**src/rtl/deadlock_mon_pkg.sv**
```systemverilog
// -----------------------------------------------------------------------------
// deadlock_mon_pkg
//   Shared definitions for the kernel deadlock monitors.
//   - state_e       : detector FSM states (IDLE, SUSPECT, BLOCKED)
//   - DEF_THRESHOLD : default persistence threshold in stall cycles
//   - DEF_CNT_W     : default width of the stall-duration counter
// -----------------------------------------------------------------------------
package deadlock_mon_pkg;

  typedef enum logic [1:0] {
    IDLE    = 2'd0,
    SUSPECT = 2'd1,
    BLOCKED = 2'd2
  } state_e;

  localparam int DEF_THRESHOLD = 1024;
  localparam int DEF_CNT_W     = 16;

endpackage

```
**src/rtl/deadlock_stall_reduce.sv**
```systemverilog
// -----------------------------------------------------------------------------
// deadlock_stall_reduce
//   Combinational stall-condition reducer shared by the kernel monitors.
//   Ports:
//     axis_block_sigs [N_AXIS] in  : 1 = stream interface blocked
//     inst_idle_sigs  [N_INST] in  : 1 = instance idle
//     inst_block_sigs [N_INST] in  : 1 = instance blocked on a channel
//     stall                    out : kernel currently looks stalled
// -----------------------------------------------------------------------------
module deadlock_stall_reduce #(
  parameter int N_AXIS = 2,
  parameter int N_INST = 1
) (
  input  logic [N_AXIS-1:0] axis_block_sigs,
  input  logic [N_INST-1:0] inst_idle_sigs,
  input  logic [N_INST-1:0] inst_block_sigs,
  output logic              stall
);

  logic all_quiet;
  logic any_block;
  logic all_idle;
  logic inst_reported;
  logic inst_stall;

  assign all_quiet = &(inst_idle_sigs | inst_block_sigs);
  assign any_block = (|axis_block_sigs) | (|inst_block_sigs);
  assign all_idle  = &inst_idle_sigs;
  assign inst_stall = all_quiet & any_block & ~all_idle;

  // When no instance reports anything (all per-instance flags tied low, as in
  // kernels without monitored sub-instances) the instance terms carry no
  // information and the stall decision falls back to the stream flags alone.
  assign inst_reported = |(inst_idle_sigs | inst_block_sigs);
  assign stall = inst_reported ? inst_stall : (|axis_block_sigs);

endmodule

```
**src/rtl/deadlock_persist_monitor.sv**
```systemverilog
// -----------------------------------------------------------------------------
// deadlock_persist_monitor
//   Per-kernel deadlock detector. Filters transient back-pressure with a
//   persistence counter, raises a sticky block flag once a stall has lasted
//   THRESHOLD cycles, and snapshots the blocked stream interfaces.
//   Optional feature macro: DEADLOCK_SNAPSHOT_EN
//     defined   : axis_snapshot captured on detection, stall_cycles keeps
//                 counting while BLOCKED
//     undefined : axis_snapshot tied 0, stall_cycles frozen at THRESHOLD
//   Ports:
//     clock, reset_n (async, active-low)
//     axis_block_sigs [N_AXIS], inst_idle_sigs [N_INST], inst_block_sigs [N_INST]
//     clear          : acknowledge and re-arm
//     block          : sticky deadlock flag (registered)
//     suspect        : stall in progress below threshold (registered)
//     stall_cycles   : current / latched stall length, saturating
//     axis_snapshot  : axis_block_sigs captured on the detection cycle
// -----------------------------------------------------------------------------
module deadlock_persist_monitor
  import deadlock_mon_pkg::*;
#(
  parameter int N_AXIS    = 2,
  parameter int N_INST    = 1,
  parameter int THRESHOLD = DEF_THRESHOLD,
  parameter int CNT_W     = DEF_CNT_W
) (
  input  logic              clock,
  input  logic              reset_n,
  input  logic [N_AXIS-1:0] axis_block_sigs,
  input  logic [N_INST-1:0] inst_idle_sigs,
  input  logic [N_INST-1:0] inst_block_sigs,
  input  logic              clear,
  output logic              block,
  output logic              suspect,
  output logic [CNT_W-1:0]  stall_cycles,
  output logic [N_AXIS-1:0] axis_snapshot
);

  localparam logic [31:0] THR_U = 32'(THRESHOLD);
`ifndef DEADLOCK_SNAPSHOT_EN
  localparam logic [CNT_W-1:0] THR_CNT = CNT_W'(THRESHOLD);
`endif

  function automatic logic [CNT_W-1:0] sat_inc(input logic [CNT_W-1:0] v);
    return (&v) ? v : v + CNT_W'(1);
  endfunction

  logic             stall;
  state_e           state_q, state_d;
  logic [CNT_W-1:0] cnt_q, cnt_d;
  logic [CNT_W-1:0] cnt_inc;
  logic             block_q, block_d;
  logic             suspect_q, suspect_d;

  deadlock_stall_reduce #(
    .N_AXIS (N_AXIS),
    .N_INST (N_INST)
  ) u_reduce (
    .axis_block_sigs (axis_block_sigs),
    .inst_idle_sigs  (inst_idle_sigs),
    .inst_block_sigs (inst_block_sigs),
    .stall           (stall)
  );

  assign cnt_inc = sat_inc(cnt_q);

`ifdef DEADLOCK_SNAPSHOT_EN
  logic [N_AXIS-1:0] snap_q, snap_d;
`endif

  always_comb begin
    state_d = state_q;
    cnt_d   = cnt_q;
`ifdef DEADLOCK_SNAPSHOT_EN
    snap_d  = snap_q;
`endif
    // clear overrides any stall seen on the same edge
    if (clear) begin
      state_d = IDLE;
      cnt_d   = '0;
`ifdef DEADLOCK_SNAPSHOT_EN
      snap_d  = '0;
`endif
    end else begin
      case (state_q)
        IDLE: begin
          if (stall) begin
            state_d = SUSPECT;
            cnt_d   = CNT_W'(1);
          end else begin
            cnt_d   = '0;
          end
        end
        SUSPECT: begin
          if (stall) begin
            cnt_d = cnt_inc;
            // Evaluated only from SUSPECT, so THRESHOLD=1 still spends one
            // cycle in SUSPECT before BLOCKED.
            if (32'(cnt_inc) >= THR_U) begin
              state_d = BLOCKED;
`ifdef DEADLOCK_SNAPSHOT_EN
              snap_d  = axis_block_sigs;
`else
              cnt_d   = THR_CNT;
`endif
            end
          end else begin
            state_d = IDLE;
            cnt_d   = '0;
          end
        end
        BLOCKED: begin
`ifdef DEADLOCK_SNAPSHOT_EN
          if (stall) begin
            cnt_d = cnt_inc;
          end
`endif
        end
        default: begin
          state_d = IDLE;
          cnt_d   = '0;
        end
      endcase
    end
    block_d   = (state_d == BLOCKED);
    suspect_d = (state_d == SUSPECT);
  end

  always_ff @(posedge clock or negedge reset_n) begin
    if (!reset_n) begin
      state_q   <= IDLE;
      cnt_q     <= '0;
      block_q   <= 1'b0;
      suspect_q <= 1'b0;
    end else begin
      state_q   <= state_d;
      cnt_q     <= cnt_d;
      block_q   <= block_d;
      suspect_q <= suspect_d;
    end
  end

`ifdef DEADLOCK_SNAPSHOT_EN
  always_ff @(posedge clock or negedge reset_n) begin
    if (!reset_n) begin
      snap_q <= '0;
    end else begin
      snap_q <= snap_d;
    end
  end
  assign axis_snapshot = snap_q;
`else
  assign axis_snapshot = '0;
`endif

  assign block        = block_q;
  assign suspect      = suspect_q;
  assign stall_cycles = cnt_q;

endmodule

```
**config.mk**
```make
export PLATFORM = sky130hd
export DESIGN_NAME = deadlock_persist_monitor
export DESIGN_NICKNAME = d
export VERILOG_FILES = /design/src/rtl/deadlock_mon_pkg.sv /design/src/rtl/deadlock_stall_reduce.sv /design/src/rtl/deadlock_persist_monitor.sv
export SDC_FILE = /design/constraint.sdc
export NUM_CORES = 1
export LEC_CHECK = 0
export CAP_MARGIN = 25
export CORE_MARGIN = 2
export CORE_UTILIZATION = 47
export CTS_CLUSTER_SIZE = 16
export DETAILED_ROUTE_END_ITERATION = 8
export PLACE_DENSITY = 0.78
export SKIP_LAST_GASP = 1
export SLEW_MARGIN = 20
export SYNTH_ARGS = -nofsm -noshare
export SYNTH_HDL_FRONTEND = slang
export SYNTH_SLANG_ARGS = --single-unit
```
**constraint.sdc**
```tcl
create_clock -name clock -period 2.6 [get_ports clock]
set_input_delay 0.65 -clock clock [delete_from_list [all_inputs] [get_ports clock]]
set_output_delay 0.65 -clock clock [all_outputs]
set_load 0.05 [all_outputs]
```
==> key figures <==
Min path
  – Min-delay src: state_q[0]
  – Hold crit path type: reg -> reg
  – Worst Hold Depth: 1
  – Hold EP: state_q[0]

Synthesis
  – Synth unique cells: 34
  – Synth Flop Type: dfrtp_1
  – Warnings from Yosys: 0
  – Sequential area share after synthesis: 0.493
  – Syn Inst Count: approximately 110
  – Ys async rst share: 1.00
  – EDFF count, synth: 0
  – Number of synthesized register bits: 20
  – Avg Cell Area, Syn: 9.40 µm²
  – Cell Area, Synth: 1010 µm²

Setup path
  – Slowest stage delay, CP: ~0.86 ns
  – Crit path DAT: between 1.5 and 2 ns
  – Crit Path Max Fanout: 6
  – CP Launch Type: register
  – Worst path required time: 1.95 ns
  – Critical path class: reg -> out
  – Worst Path Buf+Inv: 1
  – CP Cell Sequence: clkdlybuf4s50_1
  – Worst r2r src: stall_cycles[0]
  – Critical Path Slowest Stage Cell: clkdlybuf4s50_1
  – Cell family with most CP delay: buffers and inverters
  – Critical Path Sink Type: output pin
  – R2R Setup Slk: 0.47 ns
  – FF-to-FF End: stall_cycles[1]
  – R2R cell count: 6

Clock network
  – CTS tree: built
  – Hold Buf Count CTS: 0
  – CTS root buf: clkbuf_4
  – Clk slew on worst S/H paths: 0.11 ns
  – Skew-Pair Late Insertion Delay: 0.30 ns
  – CTS buffer count: 3
  – Clock tree buffer depth: 2
  – Cts repair resizes: 0
  – CTS H-Tree Depth: 1
  – Post-CTS Setup Inserts: 0
  – Clock Sinks: 20

Finish
  – Commonest non-fill, non-tap cells in the layout: clkdlybuf4s50_1, dfrtp_1, a21oi_1
  – Non-Filler Instances: 162
  – Area delta synth->final: 30.1%
  – Ratio of cells with drive above 1 in the final layout: 0.0741
  – Layout Utilization: 0.659
  – Final #Nets: approximately 140
  – N_diodes: 0
  – Most common cell after layout, fill and taps aside: clkdlybuf4s50_1

Die
  – Die Span Y: 50.5 µm
  – Starting Density: 0.507
  – # IOs: 27
  – Core ar.: ~2000 µm²
  – Die Wd: a little over 50 µm
  – Site Rows: 16
  – Die area: between 2000 and 3000 µm²

Pwr
  – Power density over the cells: 414 nW/µm²
  – Tot Pwr: around 550 µW
  – Lkg Pwr: 0.000556 µW
  – VDD IR max: 0.281 mV

Route
  – Wire per inst: 14.5 µm
  – DRT Wirelength: roughly 2400 µm
  – Detailed-route via count: 936
  – Post-route DRC: 0
  – Drt initial violations: 12
  – Final ANT Viol Nets: 0
  – Post-DR vias/cell: 5.78
  – Pre-antenna DRT Iters: 4

Placement
  – Placed cell count: 158
  – Gp weighted congestion: 0.832
  – IO buf count: 24
  – Place WS: around 0.26 ns
  – Post-DP HPWL: 1720 µm

Flow run
  – Max Cap Viol: 0

STA
  – RSZ-0062 raised after global routing: false
  – Post-route setup slack: 0.331 ns
  – Clock skew: 0.00289 ns
  – Setup-failing EPs final: 0
  – Final worst-path cycle share: 0.873
  – Worst-Margin Slew: 0.517 ns
  – Slew Limit Fails: 0
  – Final min period: ~2.3 ns
  – Peak Freq: ~440 MHz
  – Final hold vios: 0
  – Total negative slack: 0 ns
  – Worst slew margin: 0.654

Global routing
  – Vias in the first global route: 965
  – Antenna violations before repair: 0
  – First-pass GRT wire length: 4030 µm
  – Gr ovfl total: 0
  – Largest net degree at the start of global routing: 21
  – GRT Total Usage: 0.207

Run status
  – Status: complete, no violations
-- where the power goes --
group | switching, µW | total [µW] | leakage [µW] | internal, µW
Sequential | 3.90 | 318 | 0.000276 | 314
Combinational | 29.8 | 47.5 | 0.000259 | 17.7
Clock | 95.7 | 181 | 0.0000210 | 85.3
-- area by class of cell --
cell class | instances | area (µm²)
Clock buffer | 4 | 36.3
Multi-Input combinational cell | 80 | 472
Timing Repair Buffer | 27 | 263
Sequential cell | 20 | 500
Fill cell | 184 | 682
Tap cell | 27 | 33.8
Inverter | 4 | 15.0
-- cells in the mapped netlist, types with 3 or more instances --
library cell	count	area, µm²
a211o_1	3	26.3
a21oi_1	15	75.1
and2_1	4	25.0
buf_4	3	22.5
dfrtp_1	20	500
inv_1	4	15.0
nand2_1	9	33.8
nand2b_1	3	18.8
nand3_1	6	30.0
nor2_1	9	33.8
o21ai_0	3	15.0
-- worst max-delay path by stage --
stage / to / from / cells after the start / slack (ns)
2_1_floorplan: stall_cycles[8] / stall_cycles[0] / 8 / 0.23
3_3_place_gp: stall_cycles[9] / axis_block_sigs[1] / 6 / 0.33
3_5_place_dp: stall_cycles[9] / inst_block_sigs / 6 / 0.26
4_1_cts: stall_cycles[3] / stall_cycles[3] / 1 / 0.32
5_1_grt: stall_cycles[3] / stall_cycles[3] / 1 / 0.27
6_report: stall_cycles[9] / stall_cycles[9] / 1 / 0.33
-- metal layers --
metal	track usage	vias up	routed length, µm
met3	0.0506	4	144
met5	0	-	0
met4	0.0721	0	34
met2	0.368	40	1140
li1	-	448	-
met1	0.241	444	1040
-- stage by stage --
| step | hold WS (ns) | cell area [µm²] |
|---|---|---|
| 2_1_floorplan | 0.354 | 1020 |
| 3_3_place_gp | 0.511 | 1280 |
| 3_5_place_dp | 0.514 | 1280 |
| 4_1_cts | 0.543 | 1320 |
| 5_1_grt | 0.582 | 1320 |
| 6_report | 0.548 | 1320 |
-- registers in the layout, summed over array words and instances, names as in the netlist --
| signal | flops |
|---|---|
| suspect | 1 |
| state_q | 2 |
| stall_cycles | 16 |
| block | 1 |
-- cells by family after synthesis --
family | count (synthesis) | synth area share
flops | 20 | 0.493
other cells | 1 | 0.00370
buf+inv | 9 | 0.0456
compound gates | 30 | 0.190
simple gates | 47 | 0.255
fa+ha+maj | 1 | 0.0123
No activity file was read; power rests on OpenSTA's default activity.
